File: src/rtl/uart_loader_pkg.sv
// Shared FSM encodings, target codes and frame sizes for the UART program loader.
// Build option UART_LOADER_CHECKSUM_EN adds an XOR checksum byte to each data frame.
package uart_loader_pkg;

    typedef logic [3:0] ld_state_t;

    localparam ld_state_t StIdle = 4'd0;
    localparam ld_state_t StTgt  = 4'd1;
    localparam ld_state_t StAh   = 4'd2;
    localparam ld_state_t StAl   = 4'd3;
    localparam ld_state_t StB3   = 4'd4;
    localparam ld_state_t StB2   = 4'd5;
    localparam ld_state_t StB1   = 4'd6;
    localparam ld_state_t StB0   = 4'd7;
    localparam ld_state_t StCk   = 4'd8;
    localparam ld_state_t StWr   = 4'd9;
    localparam ld_state_t StDone = 4'd10;
    localparam ld_state_t StErr  = 4'd11;

    typedef logic [1:0] rx_state_t;

    localparam rx_state_t RxIdle  = 2'd0;
    localparam rx_state_t RxStart = 2'd1;
    localparam rx_state_t RxData  = 2'd2;
    localparam rx_state_t RxStop  = 2'd3;

    localparam logic [7:0] TGT_IMEM = 8'h00;
    localparam logic [7:0] TGT_DMEM = 8'h01;
    localparam logic [7:0] TGT_END  = 8'hFF;

`ifdef UART_LOADER_CHECKSUM_EN
    localparam int unsigned DATA_FRAME_BYTES = 8;
`else
    localparam int unsigned DATA_FRAME_BYTES = 7;
`endif
    localparam int unsigned END_FRAME_BYTES = 1;

    function automatic logic is_load_target(input logic [7:0] b);
        return (b == TGT_IMEM) || (b == TGT_DMEM);
    endfunction

endpackage

File: src/rtl/uart_rx_core.sv
// 8N1 UART receiver: 2-FF synchronizer, mid-bit sampling, one-cycle byte/error pulses.
module uart_rx_core
    import uart_loader_pkg::*;
#(
    parameter int unsigned DIV = 179
) (
    input  logic       clk_i,
    input  logic       rst_i,
    input  logic       rx_i,
    output logic       byte_valid_o,
    output logic [7:0] byte_data_o,
    output logic       frame_err_o
);

    localparam int unsigned CntW = (DIV > 1) ? $clog2(DIV) : 1;
    localparam logic [CntW-1:0] HalfMax = CntW'(DIV / 2 - 1);
    localparam logic [CntW-1:0] BitMax  = CntW'(DIV - 1);

    logic [1:0]      sync_q;
    logic            rx_prev_q;
    logic            rx;
    rx_state_t       state_q, state_d;
    logic [CntW-1:0] cnt_q, cnt_d;
    logic [2:0]      bit_q, bit_d;
    logic [7:0]      shift_q, shift_d;
    logic            valid_q, valid_d;
    logic            err_q, err_d;

    assign rx = sync_q[1];

    always_comb begin
        state_d = state_q;
        cnt_d   = cnt_q + 1'b1;
        bit_d   = bit_q;
        shift_d = shift_q;
        valid_d = 1'b0;
        err_d   = 1'b0;
        case (state_q)
            RxIdle: begin
                cnt_d = '0;
                if (rx_prev_q && !rx) state_d = RxStart;
            end
            RxStart: begin
                // A start bit that is high again at mid-bit was a glitch.
                if (cnt_q == HalfMax) begin
                    cnt_d   = '0;
                    bit_d   = '0;
                    state_d = rx ? RxIdle : RxData;
                end
            end
            RxData: begin
                if (cnt_q == BitMax) begin
                    cnt_d   = '0;
                    shift_d = {rx, shift_q[7:1]};
                    bit_d   = bit_q + 3'd1;
                    if (bit_q == 3'd7) state_d = RxStop;
                end
            end
            RxStop: begin
                if (cnt_q == BitMax) begin
                    cnt_d   = '0;
                    state_d = RxIdle;
                    valid_d = rx;
                    err_d   = !rx;
                end
            end
            default: state_d = RxIdle;
        endcase
    end

    always_ff @(posedge clk_i) begin
        if (rst_i) begin
            sync_q    <= 2'b11;
            rx_prev_q <= 1'b1;
            state_q   <= RxIdle;
            cnt_q     <= '0;
            bit_q     <= '0;
            shift_q   <= '0;
            valid_q   <= 1'b0;
            err_q     <= 1'b0;
        end else begin
            sync_q    <= {sync_q[0], rx_i};
            rx_prev_q <= rx;
            state_q   <= state_d;
            cnt_q     <= cnt_d;
            bit_q     <= bit_d;
            shift_q   <= shift_d;
            valid_q   <= valid_d;
            err_q     <= err_d;
        end
    end

    assign byte_valid_o = valid_q;
    assign byte_data_o  = shift_q;
    assign frame_err_o  = err_q;

endmodule

File: src/rtl/uart_prog_loader.sv
// UART program loader: holds the CPU in reset and writes framed words into imem/dmem.
// Build option UART_LOADER_CHECKSUM_EN appends and verifies an XOR checksum byte per data frame.
module uart_prog_loader
    import uart_loader_pkg::*;
#(
    parameter int unsigned CLK_FREQ_HZ = 23000000,
    parameter int unsigned BAUD        = 128000,
    parameter int unsigned ADDR_W      = 14
) (
    input  logic              clk,
    input  logic              rst,
    input  logic              start,
    input  logic              uart_rx,
    output logic              cpu_rst_hold,
    output logic              imem_we,
    output logic              dmem_we,
    output logic [ADDR_W-1:0] wr_addr,
    output logic [31:0]       wr_data,
    output logic              prog_done,
    output logic              rx_err
);

    localparam int unsigned DIV = CLK_FREQ_HZ / BAUD;

    logic       byte_valid;
    logic [7:0] byte_data;
    logic       frame_err;

    uart_rx_core #(
        .DIV(DIV)
    ) u_rx_core (
        .clk_i       (clk),
        .rst_i       (rst),
        .rx_i        (uart_rx),
        .byte_valid_o(byte_valid),
        .byte_data_o (byte_data),
        .frame_err_o (frame_err)
    );

    ld_state_t         state_q, state_d;
    logic              start_q;
    logic              start_edge;
    logic              in_frame;
    logic              tgt_dmem_q, tgt_dmem_d;
    logic [15:0]       addr_q, addr_d;
    logic [31:0]       data_q, data_d;
    logic [ADDR_W-1:0] wr_addr_q, wr_addr_d;
    logic [31:0]       wr_data_q, wr_data_d;
`ifdef UART_LOADER_CHECKSUM_EN
    logic [7:0]        ck_q, ck_d;
`endif

    assign start_edge = start && !start_q;
    assign in_frame   = state_q inside {StTgt, StAh, StAl, StB3, StB2, StB1, StB0, StCk};

    always_comb begin
        state_d    = state_q;
        tgt_dmem_d = tgt_dmem_q;
        addr_d     = addr_q;
        data_d     = data_q;
        wr_addr_d  = wr_addr_q;
        wr_data_d  = wr_data_q;
`ifdef UART_LOADER_CHECKSUM_EN
        ck_d       = ck_q;
        if (byte_valid) ck_d = (state_q == StTgt) ? byte_data : (ck_q ^ byte_data);
`endif
        if (start_edge) begin
            state_d = StTgt;
        end else if (state_q == StWr) begin
            state_d = StTgt;
        end else if (frame_err && in_frame) begin
            state_d = StErr;
        end else if (byte_valid) begin
            case (state_q)
                StTgt: begin
                    if (byte_data == TGT_END) begin
                        state_d = StDone;
                    end else if (is_load_target(byte_data)) begin
                        tgt_dmem_d = (byte_data == TGT_DMEM);
                        state_d    = StAh;
                    end else begin
                        state_d = StErr;
                    end
                end
                StAh: begin addr_d[15:8] = byte_data;  state_d = StAl; end
                StAl: begin addr_d[7:0]  = byte_data;  state_d = StB3; end
                StB3: begin data_d[31:24] = byte_data; state_d = StB2; end
                StB2: begin data_d[23:16] = byte_data; state_d = StB1; end
                StB1: begin data_d[15:8]  = byte_data; state_d = StB0; end
                StB0: begin
                    data_d[7:0] = byte_data;
`ifdef UART_LOADER_CHECKSUM_EN
                    state_d = StCk;
`else
                    // Commit on entry so wr_addr/wr_data are already stable during WR.
                    wr_addr_d = ADDR_W'(addr_d);
                    wr_data_d = data_d;
                    state_d   = StWr;
`endif
                end
`ifdef UART_LOADER_CHECKSUM_EN
                StCk: begin
                    if (byte_data == ck_q) begin
                        wr_addr_d = ADDR_W'(addr_q);
                        wr_data_d = data_q;
                        state_d   = StWr;
                    end else begin
                        state_d = StErr;
                    end
                end
`endif
                default: ;
            endcase
        end
    end

    always_ff @(posedge clk) begin
        if (rst) begin
            state_q    <= StIdle;
            start_q    <= 1'b0;
            tgt_dmem_q <= 1'b0;
            addr_q     <= '0;
            data_q     <= '0;
            wr_addr_q  <= '0;
            wr_data_q  <= '0;
`ifdef UART_LOADER_CHECKSUM_EN
            ck_q       <= '0;
`endif
        end else begin
            state_q    <= state_d;
            start_q    <= start;
            tgt_dmem_q <= tgt_dmem_d;
            addr_q     <= addr_d;
            data_q     <= data_d;
            wr_addr_q  <= wr_addr_d;
            wr_data_q  <= wr_data_d;
`ifdef UART_LOADER_CHECKSUM_EN
            ck_q       <= ck_d;
`endif
        end
    end

    // DONE and ERR are left only by rst or a start edge, so the sticky flags follow the state.
    assign cpu_rst_hold = !(state_q inside {StIdle, StDone});
    assign imem_we      = (state_q == StWr) && !tgt_dmem_q;
    assign dmem_we      = (state_q == StWr) && tgt_dmem_q;
    assign prog_done    = (state_q == StDone);
    assign rx_err       = (state_q == StErr);
    assign wr_addr      = wr_addr_q;
    assign wr_data      = wr_data_q;

endmodule
File: config.mk
export PLATFORM = sky130hd
export DESIGN_NAME = uart_prog_loader
export DESIGN_NICKNAME = d
export VERILOG_FILES = /design/src/rtl/uart_loader_pkg.sv /design/src/rtl/uart_rx_core.sv /design/src/rtl/uart_prog_loader.sv
export SDC_FILE = /design/constraint.sdc
export NUM_CORES = 1
export LEC_CHECK = 0
export ABC_AREA = 1
export CAP_MARGIN = 40
export CORE_MARGIN = 2
export CORE_UTILIZATION = 51
export DETAILED_ROUTE_END_ITERATION = 10
export PLACE_DENSITY = 0.72
export SLEW_MARGIN = 25
export SYNTH_ARGS = -nofsm -noshare
export SYNTH_HDL_FRONTEND = slang
export SYNTH_SLANG_ARGS = --single-unit
File: constraint.sdc
create_clock -name clk -period 2 [get_ports clk]
set_clock_uncertainty 0.2 [all_clocks]
set_input_delay 0.4 -clock clk [delete_from_list [all_inputs] [get_ports clk]]
set_output_delay 0.4 -clock clk [all_outputs]
set_load 0.01 [all_outputs]
==> metrics.csv <==
stage;metric;value;unit
worst_setup_path;setup.worst_path.class;reg2reg;
synth;ys_ff_latch;116;
grt;grt_usage;21.7;%
cts;clkSinkCount;116;
power;p_leak;3.21;nW
placement;hpwlAfterDp;7850;um
power;pwr-share-seq;41.6;%
worst_setup_path;cp-start-kind;flop;
grt;grt_overflow_total;0;
floorplan;core;10300;um^2
job;maxCapViolations;0;
synth;synth_fp_nets;662;
sta;hold_viol_final;0;
cts;cts_tree;done;
sta;fin_setup_tns;0;ns
placement;port_buffers;54;
cells_and_area;antenna_cells;0;
floorplan;dieArea;11400;um^2
cells_and_area;area_delta_synth_final;32.1;%
routing;wirelength;14200;um
worst_setup_path;arrival;2.19;ns
cells_and_area;seq_area;2330;um^2
power;p_sw;1.35;mW
synth;yosys_warnings;0;
synth;syn-instance-count;649;
power;p_sw_share;23.8;%
synth;synthDistinctLibCells;35;
routing;vias;4811;
floorplan;io_pins;55;
power;p_int;4.31;mW
routing;wl_per_cell;16.0;um
grt;antenna_found_initial;0;
sta;fmaxAchievable;0.502;GHz
cells_and_area;multi_input_area;2760;um^2
grt;grt_start_max_net_pins;59;
sta;maxSlewHeadroom;66.7;%
worst_setup_path;worst-path-max-fanout;11;
power;powerDensity;795;nW/um^2
synth;ys_seq_area_share;43.1;%
floorplan;chipHeight;107;um
cts;htree_levels;4;
routing;drt-pass1-iter-count;5;
floorplan;rows;37;
cts;clk_pin_slew_worst_paths;0.06;ns
grt;grt_pass1_wl;19900;um
sta;rsz0062_at_grt;yes;
worst_setup_path;worstPathRequired;2.19;ns
worst_setup_path;rrSetupSlack;0.008;ns
cells_and_area;fillerInstances;769;
cells_and_area;nets;753;
placement;placed_area;6090;um^2
synth;synth_area_per_cell;8.30;um^2
status;status;finished, final reports clean;
floorplan;start_util;52.4;%
placement;place_congestion;0.819;
cts;clockBufferDepth;2;
sta;hold_ws;0.212;ns
power;peakVddDrop;0.000657;V
sta;fin_crit_sh;99.6;%
routing;drc;0;
cts;clk-insertion-delay-late;0.52;ns
cts;clockRootBuffer;clkbuf_8;
sta;min_period;1.99;ns
cells_and_area;final_cell_area;7120;um^2
sta;slew_viol_final;0;
grt;grt_pass1_vias;4366;
routing;drtIter0Drc;344;
cts;cts_made_buffers;17;
floorplan;die_x;107;um
worst_setup_path;crit_path_end_kind;flop;
synth;netlist_area;5390;um^2
power;clockPowerShare;52.6;%
min_path;hold_class;reg2reg;
routing;drt-vias-per-instance;5.41;
cells_and_area;layout-drive-gt1-share;27.6;%
sta;tightest_slew;0.498;ns
sta;setup_violations;0;
power;pwr-share-comb;5.8;%
routing;ant_nets;0;
## per-layer routing
| layer | global-route usage, % | part of all wire (%) | vias up |
|---|---|---|---|
| met1 | 25.9 | 40 | 2243 |
| met4 | 10.0 | 4.0 | 0 |
| met3 | 5.53 | 6.9 | 49 |
| met5 | 0 | 0 | - |
| li1 | - | - | 2315 |
| met2 | 36.8 | 49 | 204 |
## flip-flops by register name, summed over array words and instances (netlist names), named ones only
| name | flops |
|---|---|
| u_rx_core.cnt_q | 8 |
| u_rx_core.rx_prev_q | 1 |
| start_q | 1 |
| wr_data | 32 |
| u_rx_core.state_q | 1 |
| u_rx_core.frame_err_o | 1 |
| tgt_dmem_q | 1 |
| wr_addr | 14 |
| u_rx_core.byte_data_o | 8 |
| state_q | 4 |
| u_rx_core.bit_q | 3 |
| u_rx_core.byte_valid_o | 1 |
| addr_q | 14 |
| data_q | 24 |
| u_rx_core.sync_q | 2 |
## synthesized netlist by cell type
| cell type | instances | share of area [%] |
|---|---|---|
| nor2_2 | 4 | 0.46 |
| dfxtp_1 | 116 | 43 |
| buf_12 | 6 | 2.2 |
| nand4_1 | 8 | 0.93 |
| a21oi_2 | 41 | 6.7 |
| o21ai_0 | 15 | 1.4 |
| clkbuf_1 | 16 | 1.1 |
| nor3b_1 | 1 | 0.14 |
| xnor2_1 | 1 | 0.16 |
| buf_6 | 2 | 0.42 |
| inv_4 | 1 | 0.12 |
| nor2_1 | 66 | 4.6 |
| nand3_1 | 40 | 3.7 |
| or2_2 | 2 | 0.23 |
| nor2_4 | 2 | 0.42 |
| xor2_1 | 4 | 0.65 |
| nand3b_1 | 2 | 0.28 |
| nor4_4 | 1 | 0.39 |
| nand2_2 | 2 | 0.23 |
| buf_4 | 7 | 0.98 |
| nand2_4 | 1 | 0.21 |
| nor3_1 | 6 | 0.56 |
| nand2_8 | 1 | 0.37 |
| a21oi_1 | 49 | 4.6 |
| buf_2 | 4 | 0.37 |
| clkinv_1 | 1 | 0.070 |
| clkbuf_8 | 4 | 1.0 |
| ha_1 | 9 | 2.1 |
| nor2_8 | 1 | 0.37 |
| inv_1 | 45 | 3.1 |
| nand4_4 | 2 | 0.79 |
| nand3_2 | 41 | 7.6 |
| o21ai_4 | 1 | 0.30 |
| nor4_1 | 1 | 0.12 |
| nand2_1 | 146 | 10 |
## cell usage in the layout, fill, tap and decap left out, drive strengths merged
master and count:
nor4 2, clkinv 6, bufinv 2, clkdlybuf4s50 3, nand2 157, dlygate4sd3 1
inv 48, dfxtp 116, nor3b 1, or2 2, buf 52, nand4 11
o21ai 16, nand3 81, a21oi 90, nand3b 2, clkbuf 23, dlymetal6s2s 28
nor2 73, nor3 6, ha 9, clkinvlp 2, dlygate4sd2 17, xnor2 1
xor2 4
## power by group through the flow
stage	clock (mW)	combinational, mW	sequential [mW]
after floorplan	0	0.232	2.40
after CTS	2.98	0.315	2.35
after detailed placement	0	0.312	2.40
final	2.98	0.325	2.36
after global placement	0	0.293	2.40
after global routing	3.10	0.368	2.36
## worst max-delay path, cell delays in order (launching register included)
cell     delay (ns)
dfxtp_2        0.32
inv_2          0.07
buf_4          0.13
nand2_4        0.06
buf_8          0.13
nor2_4         0.09
o21ai_4        0.09
nor2_8         0.27
buf_8          0.19
nand2_4        0.12
nand2_1        0.10
a21oi_1        0.07
## through the flow
| step | total power, mW | utilization, % | std cells | setup slack [ns] |
|---|---|---|---|---|
| global placement | 2.70 | 59.3 | 836 | -0.112 |
| global route | 5.83 | 69.2 | 889 | -0.0774 |
| finish | 5.66 | 69.2 | 889 | 0.00770 |
| CTS | 5.65 | 65.0 | 870 | -0.0541 |
| detailed placement | 2.72 | 59.3 | 836 | -0.167 |
| floorplan | 2.63 | - | 649 | 0.301 |
## final timing paths
check,startpoint,to,cells after the start
min reg2reg,u_rx_core.sync_q[0],u_rx_core.sync_q[1],1
max,state_q[3],wr_data[5],11
min,u_rx_core.sync_q[0],u_rx_core.sync_q[1],1
max reg2reg,state_q[3],wr_data[5],11
## timing repair
action,4_1_cts,5_1_grt
gates resized for setup,46,60
setup buffers,1,10
gates cloned,0,10
setup endpoints to repair,22,110
hold buffers,1,0
pin swaps,2,10
hold endpoints to repair,3,0
## cell type report
cell class / instances / area share (%)
Multi-Input combinational cell: 455 / 38.8
Sequential cell: 116 / 32.7
Timing Repair Buffer: 103 / 15.3
Clock buffer: 21 / 6.45
Inverter: 47 / 2.51
Tap cell: 136 / 2.39
Clock inverter: 11 / 1.76
## cells by family (layout without fill, tap and decap cells)
logic type                 Yosys count  count (layout)  share of synthesized area, %
adders and majority gates            9               9                          2.09
buffers and inverters               86             182                          9.45
xor gates and xnor gates             5               5                         0.813
DFF                                116             116                          43.1
and+or+nand+nor                    327             335                          31.6
AOI/OAI and AO/OA                  106             106                          12.9
(Power assumes the default switching activity.)
